$ cat config.mk
export PLATFORM = sky130hd
export DESIGN_NAME = cdb_arbiter
export DESIGN_NICKNAME = d
export VERILOG_FILES = /design/src/rtl/rv32i_types.sv /design/src/rtl/cdb_fifo.sv /design/src/rtl/cdb_arbiter.sv
export SDC_FILE = /design/constraint.sdc
export NUM_CORES = 1
export LEC_CHECK = 0
export CORE_MARGIN = 3
export CORE_UTILIZATION = 40
export CTS_BUF_LIST = sky130_fd_sc_hd__clkbuf_4
export CTS_CLUSTER_SIZE = 16
export DETAILED_ROUTE_END_ITERATION = 8
export PLACE_DENSITY = 0.58
export RECOVER_POWER = 50
export SYNTH_ARGS = -nofsm -noshare
export SYNTH_HDL_FRONTEND = slang
export SYNTH_SLANG_ARGS = --single-unit
$ cat constraint.sdc
create_clock -name clk -period 8 [get_ports clk]
set_clock_uncertainty 0.05 [all_clocks]
set_input_delay 1.2 -clock clk [delete_from_list [all_inputs] [get_ports clk]]
set_output_delay 1.2 -clock clk [all_outputs]
set_load 0.01 [all_outputs]
$ cat src/rtl/rv32i_types.sv
// rtl/rv32i_types.sv - shared result-bus types and CDB arbiter constants
package rv32i_types;

  localparam int ARCH_REG_BITS  = 5;
  localparam int ROB_ADDR_WIDTH = 5;
  localparam int CDB_FIFO_DEPTH = 2;

  localparam int FU_ADD = 0;
  localparam int FU_MUL = 1;
  localparam int FU_DIV = 2;
  localparam int FU_BR  = 3;

  typedef struct packed {
    logic                      valid;
    logic [ROB_ADDR_WIDTH-1:0] rob_idx;
    logic [ARCH_REG_BITS-1:0]  rd_s;
    logic [31:0]               rd_v;
  } cdb_t;

endpackage

$ cat src/rtl/cdb_fifo.sv
// rtl/cdb_fifo.sv - per-FU result FIFO; storage unreset, flush clears pointers and count
module cdb_fifo
  import rv32i_types::*;
#(
  parameter int  DEPTH = CDB_FIFO_DEPTH,
  localparam int PW    = $clog2(DEPTH),
  localparam int CW    = $clog2(DEPTH) + 1
) (
  input  logic          clk,
  input  logic          rst,
  input  logic          push,
  input  cdb_t          push_data,
  input  logic          pop,
  input  logic          flush,
  output cdb_t          head,
  output logic [CW-1:0] count,
  output logic          full,
  output logic          empty
);

  cdb_t          mem_q [DEPTH];
  logic [PW-1:0] wr_ptr_q, wr_ptr_d;
  logic [PW-1:0] rd_ptr_q, rd_ptr_d;
  logic [CW-1:0] count_q, count_d;
  logic          do_push, do_pop;

  assign full  = (count_q == CW'(DEPTH));
  assign empty = (count_q == '0);
  assign count = count_q;
  assign head  = mem_q[rd_ptr_q];

  always_comb begin
    do_push  = push && !full && !flush;
    do_pop   = pop && !empty && !flush;
    wr_ptr_d = wr_ptr_q;
    rd_ptr_d = rd_ptr_q;
    count_d  = count_q;
    if (flush) begin
      wr_ptr_d = '0;
      rd_ptr_d = '0;
      count_d  = '0;
    end else begin
      if (do_push) wr_ptr_d = wr_ptr_q + PW'(1);
      if (do_pop)  rd_ptr_d = rd_ptr_q + PW'(1);
      case ({do_push, do_pop})
        2'b10:   count_d = count_q + CW'(1);
        2'b01:   count_d = count_q - CW'(1);
        default: count_d = count_q;
      endcase
    end
  end

  always_ff @(posedge clk or negedge rst) begin
    if (!rst) begin
      wr_ptr_q <= '0;
      rd_ptr_q <= '0;
      count_q  <= '0;
    end else begin
      wr_ptr_q <= wr_ptr_d;
      rd_ptr_q <= rd_ptr_d;
      count_q  <= count_d;
    end
  end

  // Payload array is deliberately outside reset; only occupied slots are ever read.
  always_ff @(posedge clk) begin
    if (do_push) mem_q[wr_ptr_q] <= push_data;
  end

endmodule

$ cat src/rtl/cdb_arbiter.sv
// rtl/cdb_arbiter.sv - buffers FU results and round-robin serialises them onto the CDB
module cdb_arbiter
  import rv32i_types::*;
#(
  parameter int FIFO_DEPTH = CDB_FIFO_DEPTH,
  parameter int NUM_FU     = 4
) (
  input  logic              clk,
  input  logic              rst,
  input  cdb_t              cdb_add,
  input  cdb_t              cdb_mul,
  input  cdb_t              cdb_div,
  input  cdb_t              cdb_br,
  input  logic              global_branch_signal,
  output logic [NUM_FU-1:0] fu_ready,
  output cdb_t              cdb_out,
  output logic [NUM_FU-1:0] grant,
  output logic              overflow_err
);

  localparam int RW = $clog2(NUM_FU);
  localparam int CW = $clog2(FIFO_DEPTH) + 1;

  cdb_t              fu_in    [NUM_FU];
  cdb_t              fu_head  [NUM_FU];
  logic [CW-1:0]     fu_count [NUM_FU];
  logic [NUM_FU-1:0] fu_full, fu_empty, fu_push;

  logic [RW-1:0]     rr_ptr_q, rr_ptr_d;
  logic              overflow_q, overflow_d;
  logic [RW-1:0]     win_idx, cand;
  logic              win_found;

  assign fu_in[FU_ADD] = cdb_add;
  assign fu_in[FU_MUL] = cdb_mul;
  assign fu_in[FU_DIV] = cdb_div;
  assign fu_in[FU_BR]  = cdb_br;

  for (genvar g = 0; g < NUM_FU; g++) begin : g_fu
    assign fu_push[g]  = fu_in[g].valid && !global_branch_signal;
    assign fu_ready[g] = (fu_count[g] < CW'(FIFO_DEPTH));

    cdb_fifo #(.DEPTH(FIFO_DEPTH)) u_fifo (
      .clk       (clk),
      .rst       (rst),
      .push      (fu_push[g]),
      .push_data (fu_in[g]),
      .pop       (grant[g]),
      .flush     (global_branch_signal),
      .head      (fu_head[g]),
      .count     (fu_count[g]),
      .full      (fu_full[g]),
      .empty     (fu_empty[g])
    );
  end

  // Search starts at rr_ptr and wraps; the first non-empty FIFO wins.
  always_comb begin
    win_found = 1'b0;
    win_idx   = '0;
    cand      = '0;
    for (int off = 0; off < NUM_FU; off++) begin
      cand = rr_ptr_q + RW'(off);
      if (!win_found && !fu_empty[cand]) begin
        win_found = 1'b1;
        win_idx   = cand;
      end
    end
  end

  always_comb begin
    grant      = '0;
    cdb_out    = '0;
    rr_ptr_d   = rr_ptr_q;
    overflow_d = overflow_q | (|(fu_push & fu_full));
    if (win_found && !global_branch_signal) begin
      grant[win_idx] = 1'b1;
      cdb_out        = fu_head[win_idx];
      cdb_out.valid  = 1'b1;
      rr_ptr_d       = win_idx + RW'(1);
    end
  end

  assign overflow_err = overflow_q;

  always_ff @(posedge clk or negedge rst) begin
    if (!rst) begin
      rr_ptr_q   <= '0;
      overflow_q <= 1'b0;
    end else begin
      rr_ptr_q   <= rr_ptr_d;
      overflow_q <= overflow_d;
    end
  end

endmodule
==> impl_metrics.toml, run 1 <==
[grt]
antenna_found_initial = 19
grt.overflow.total = 0
grt_pass1_wl_um = 55590
track_usage_pct = 19.61
grt_max_degree = 45
first_global_vias = 9080

[flow_run]
cap_viol_max_count = 1

[run_status]
outcome = "finished, violations left"
violations = "capacitance limit, slew limit"

[clock_network]
clock_latency_ps = 750
cts.clk_slew.worst_paths_ps = 60
clock_sinks = 355
hold_buffers = 0
cts_tree = "done"
root_buffer = "clkbuf_4"
cts_resized = 0
htree_levels = 3
post-cts-setup-buffers = 0
cts_buffer_depth = 3
cts_buffers = 96

[routing]
first_pass_iters = 5
wl_um = 37890
drtIter0Drc = 455
vias = 8573
via_per_inst = 5.171
drc = 0
ant_nets = 0
wl_per_cell_um = 22.86

[setup_path]
cp_max_fo = 22
arrival_ps = 4410
reg2reg_depth = 5
cp_slowest_cell = "nor2_2"
cp_num_cells = 5
crit_type = "flop to output port"
critPathMaxStageDelay_ps = 1050
crit_buf_inv = 1
start_kind = "flop"
required_ps = 6750
path_delay_family = "simple AND/OR/NAND/NOR gates"
path_cells = "a211oi_1 > or3_2 > nor2_2 > a221oi_1 > clkdlybuf4s50_1"
cp-end-kind = "output port"

[yosys]
netlist_instances = 830
yosys-top-cells-area = "edfxtp_1 (69%), mux2i_1 (7.5%), mux2_2 (6.7%)"
synth_top_family_by_area = "multiplexers"
synth-compound-area-share_pct = 6.787
async_flop_share_pct = 5.352
synth_xor_area_share_pct = 0.5999
synth_top_area_share_pct = 69.11
yosys.area_share.simple_pct = 2.211
synthAdderAreaFrac_pct = 0
yosysWarnings = 0
synth_seq_cells = 355
synth_area_mm2 = 0.01460
synth.avg_cell_area_um2 = 17.59
ys_types = 55
synth_top_area_cell = "edfxtp_1"
yosys_most_used_dff = "edfxtp_1"
synth_edf_count = 336
seq_area_frac_synth_pct = 72.36
muxShareOfSynthArea_pct = 16.13
synth_nets = 1005

[cells_and_area]
nets = 1297
seq_area_mm2 = 0.01058
multi_input_area_mm2 = 0.003794
fin_cells = 1658
syn_to_final_growth_pct = 27.31
final_layout_size_suffix_gt1_share_pct = 25.21
final_cell_mix = "edfxtp_1 (336), dlygate4sd3_1 (173), clkbuf_4 (132), mux2i_1 (110), mux2_2 (87)"
final_common_cell = "edfxtp_1"
final.fill_count = 3076

[hold_path]
hold_class = "flop to flop"
holdPathStages = 1

[power]
p_per_area_mw_per_mm2 = 320.2
vdd_ir_drop_max_v = 0.0002320
power.leakage_nw = 6.218

[timing]
timing.final.crit_share_pct = 70.76
setup_viol = 0
max_freq_ghz = 0.1766
worst-slew-pin-transition_ps = 1726
report.final.hold_viol_count = 0
rsz0062_at_grt = "no"
layout_min_cycle_time_ps = 5661
setup_tns_ps = 0
slew_viol_final = 6
relSlewSlack_pct = -18.06

[floorplanning]
die_w_um = 197.1
io_pins = 227
die-height_um = 197.1
num_rows = 69
dieArea_mm2 = 0.03883
start_util_pct = 40.85
core_mm2 = 0.03574

[placed_design]
gp_congestion = 0.7968
dp.cells = 1485
hpwl_um = 23820
port_buffers = 226
-- state kept, by name, summed over array words and instances (netlist names) --
register / count
g_fu.u_fifo.mem_q: 336
g_fu.u_fifo.count: 8
g_fu.u_fifo.rd_ptr_q: 4
g_fu.u_fifo.wr_ptr_q: 4
rr_ptr_q: 2
overflow_err: 1
-- metrics by stage --
stage / instance area (um2) / total power, W / utilization [%] / hold slack (ps) / worst slack [ps]
after detailed placement: 17410 / 0.004482 / 48.72 / 417.2 / 2909
after global routing: 18590 / 0.006280 / 52.00 / 462.9 / 1975
final: 18590 / 0.005951 / 52.01 / 431.0 / 2339
after floorplan: 14600 / 0.003633 / - / 463.4 / 2673
after CTS: 18600 / 0.006082 / 52.05 / 434.9 / 2166
after global placement: 17410 / 0.004468 / 48.72 / 412.7 / 2951
-- power breakdown --
part | internal [W] | switching, W
Clock | 0.000826 | 0.000740
Combinational | 0.000959 | 0.00109
Sequential | 0.00218 | 0.000152
Total | 0.00397 | 0.00198
-- worst paths after layout --
| check | start | slack (ps) | end |
|---|---|---|---|
| max | rr_ptr_q[1] | 2340 | cdb_out[23] |
| min | overflow_err | 430 | overflow_err |
| max reg2reg | g_fu[3].u_fifo.count[0] | 4970 | g_fu[1].u_fifo.count[0] |
| min reg2reg | overflow_err | 430 | overflow_err |
| max in group asynchronous | rst | 6190 | g_fu[1].u_fifo.rd_ptr_q |
| min in group asynchronous | rst | 1000 | g_fu[1].u_fifo.count[1] |
-- cells by family after synthesis --
logic type      after synthesis
mux                         217
flops                       355
buf+inv                      60
simple gates                 63
compound gates              125
xor+xnor                     10
-- cell usage after synthesis (5+ instances only) --
cell type  count
a211oi_1      18
a211oi_2       6
a21oi_1        9
a221oi_2      13
buf_2         10
buf_4          5
clkbuf_1      31
dfrtp_1       19
edfxtp_1     336
inv_1          8
mux2_1         7
mux2_2        87
mux2_4        13
mux2i_1      110
nand2_1       13
nor2_1        20
o21ai_0       25
o22ai_1       28
xor2_1         6
-- layout make-up --
class | instances | share of cell area, %
diodes | 7 | 0.09424
well taps | 461 | 3.103
clock inverters | 34 | 1.070
inverters | 8 | 0.1616
multi-input cells | 415 | 20.41
clock buffers | 132 | 5.331
flip-flops and latches | 355 | 56.89
repair buffers | 246 | 12.94
-- metal layers --
metal  part of all wire, %  wire length, um  GRT usage (%)
met5                  0.25               96              0
met4                   2.5              930          6.626
met3                   6.5             2445          6.413
met2                    49            18410          32.40
met1                    42            16010          24.53
(Power assumes the default switching activity.)
==> run 2: changes to the inputs <==
==> constraint.sdc (replaced) <==
create_clock -name clk -period 5.4 [get_ports clk]
set_clock_uncertainty 0.05 [all_clocks]
set_input_delay 0.81 -clock clk [delete_from_list [all_inputs] [get_ports clk]]
set_output_delay 0.81 -clock clk [all_outputs]
set_load 0.01 [all_outputs]
==> run 2 against run 1 <==
The flow now finishes without violations. Via count increased by 1.1%. Sequential power increased by 52%. Combinational power increased by 47%. Sequential share of layout area decreased by 0.18 points. Power increased by 50%. Sequential cell count unchanged. Critical path depth increased by 2. First-iteration DRC count decreased by 6.2%. Cell area increased by 0.32%. Largest power group unchanged.
==> impl_metrics.toml, run 2 (synthesis gave the netlist of run 1 again) <==
[timing]
report.final.hold_viol_count = 0
rsz0062_at_grt = "no"
layout_min_cycle_time_ps = 4985
worst-slew-pin-transition_ps = 1377
setup_viol = 0
slew_viol_final = 0
relSlewSlack_pct = 8.203
timing.final.crit_share_pct = 92.31
max_freq_ghz = 0.2006
setup_tns_ps = 0

[setup_path]
crit_type = "flop to output port"
cp_max_fo = 17
critPathMaxStageDelay_ps = 690
required_ps = 4540
path_cells = "nor2b_1 > a211oi_1 > or3_4 > buf_4 > mux2_4 > a221oi_2 > clkdlybuf4s50_1"
start_kind = "flop"
cp_slowest_cell = "dfrtp_1"
crit_buf_inv = 2
arrival_ps = 4120
path_delay_family = "compound AO/OA/AOI/OAI gates"
cp-end-kind = "output port"

[floorplanning]
dieArea_mm2 = 0.03883
core_mm2 = 0.03574
start_util_pct = 40.85
num_rows = 69
io_pins = 227
die_w_um = 197.1
die-height_um = 197.1

[clock_network]
post-cts-setup-buffers = 0
htree_levels = 3
clock_latency_ps = 740
cts.clk_slew.worst_paths_ps = 70
clock_sinks = 355
root_buffer = "clkbuf_4"
cts_tree = "done"
cts_buffer_depth = 3
cts_buffers = 94

[grt]
grt_pass1_wl_um = 56080
track_usage_pct = 19.84
antenna_found_initial = 18
grt.overflow.total = 0
first_global_vias = 9221
grt_max_degree = 45

[cells_and_area]
final_layout_size_suffix_gt1_share_pct = 25.88
nets = 1297
final_common_cell = "edfxtp_1"
final.fill_count = 3065
syn_to_final_growth_pct = 27.71
largest_reg_flops = 336
final_cell_mix = "edfxtp_1 (336), dlygate4sd3_1 (169), clkbuf_4 (138), mux2i_1 (110), mux2_2 (87)"
regMostFlops = "g_fu.u_fifo.mem_q"

[run_status]
outcome = "finished, final reports clean"

[power]
power.total_w = 0.008898
p_per_area_mw_per_mm2 = 477.2
vdd_ir_drop_max_v = 0.0002370
power.leakage_nw = 6.236

[routing]
wl_um = 38510
first_pass_iters = 4
wl_per_cell_um = 23.21
drtIter0Drc = 427
drc = 0
ant_nets = 0
vias = 8667
via_per_inst = 5.224

[placed_design]
gp_congestion = 0.8096
port_buffers = 226
hpwl_um = 23560

[flow_run]
cap_viol_max_count = 0

[hold_path]
hold_class = "flop to flop"
==> run 2: cell types whose count changed in the layout (fill, tap and decap cells not counted), sizes merged <==
cell	change
clkbuf	+6
diode	+1
clkinvlp	+1
clkinv	-8
inv	-1
clkdlybuf4s50	+4
buf	+2
dlygate4sd3	-4
==> run 2: worst paths after layout <==
path	startpoint	endpoint	slack (ps)	cells after the start
hold / removal	overflow_err	overflow_err	420	1
max in group asynchronous	rst	g_fu[3].u_fifo.rd_ptr_q	3920	1
min in group asynchronous	rst	g_fu[2].u_fifo.wr_ptr_q	650	1
setup reg to reg	rr_ptr_q[1]	rr_ptr_q[0]	2800	5
setup / recovery	rr_ptr_q[1]	cdb_out[27]	420	7
hold reg to reg	overflow_err	overflow_err	420	1
==> run 2: cell type report <==
cell class                 instances  area (um2)  area share [%]
sequential                       355       10580           56.71
clock buffer                     138        1036           5.556
tap                              461       576.8           3.093
timing repair buffer             248        2420           12.98
antenna                            8       20.02          0.1074
inverter                           8       30.03          0.1610
clock inverter                    26       170.2          0.9126
multi-input combinational        415        3819           20.48
==> run 2: metal layers <==
metal / global-route usage, % / wire [um] / up-vias
li1: - / - / 3969
met3: 6.004 / 2525 / 79
met5: 0 / 92 / -
met2: 31.75 / 18270 / 304
met4: 7.814 / 1022 / 14
met1: 25.57 / 16600 / 4301
==> run 2: what timing repair did <==
| item | CTS | global route |
|---|---|---|
| hold buffers | 0 | 0 |
| gates resized for setup | 0 | 1 |
| endpoints found under the setup margin | 0 | 5 |
==> run 2: per-stage QoR <==
step,instance area [um2],hold WS [ps],std cells,setup slack (ps),utilization (%)
after floorplan,14600,463.4,830,462.7,-
after global placement,17430,409.5,1487,1115,48.76
after detailed placement,17430,411.8,1487,1022,48.76
after CTS,18640,428.6,1651,172.3,52.14
after global routing,18630,440.5,1654,163.0,52.14
final,18650,424.3,1659,415.4,52.17
==> run 2: power by group <==
group	total, W	internal, W	switching (W)
Sequential	0.00355	0.00323	0.000312
Combinational	0.00302	0.00144	0.00157
Clock	0.00233	0.00126	0.00107
Total	0.00890	0.00594	0.00296
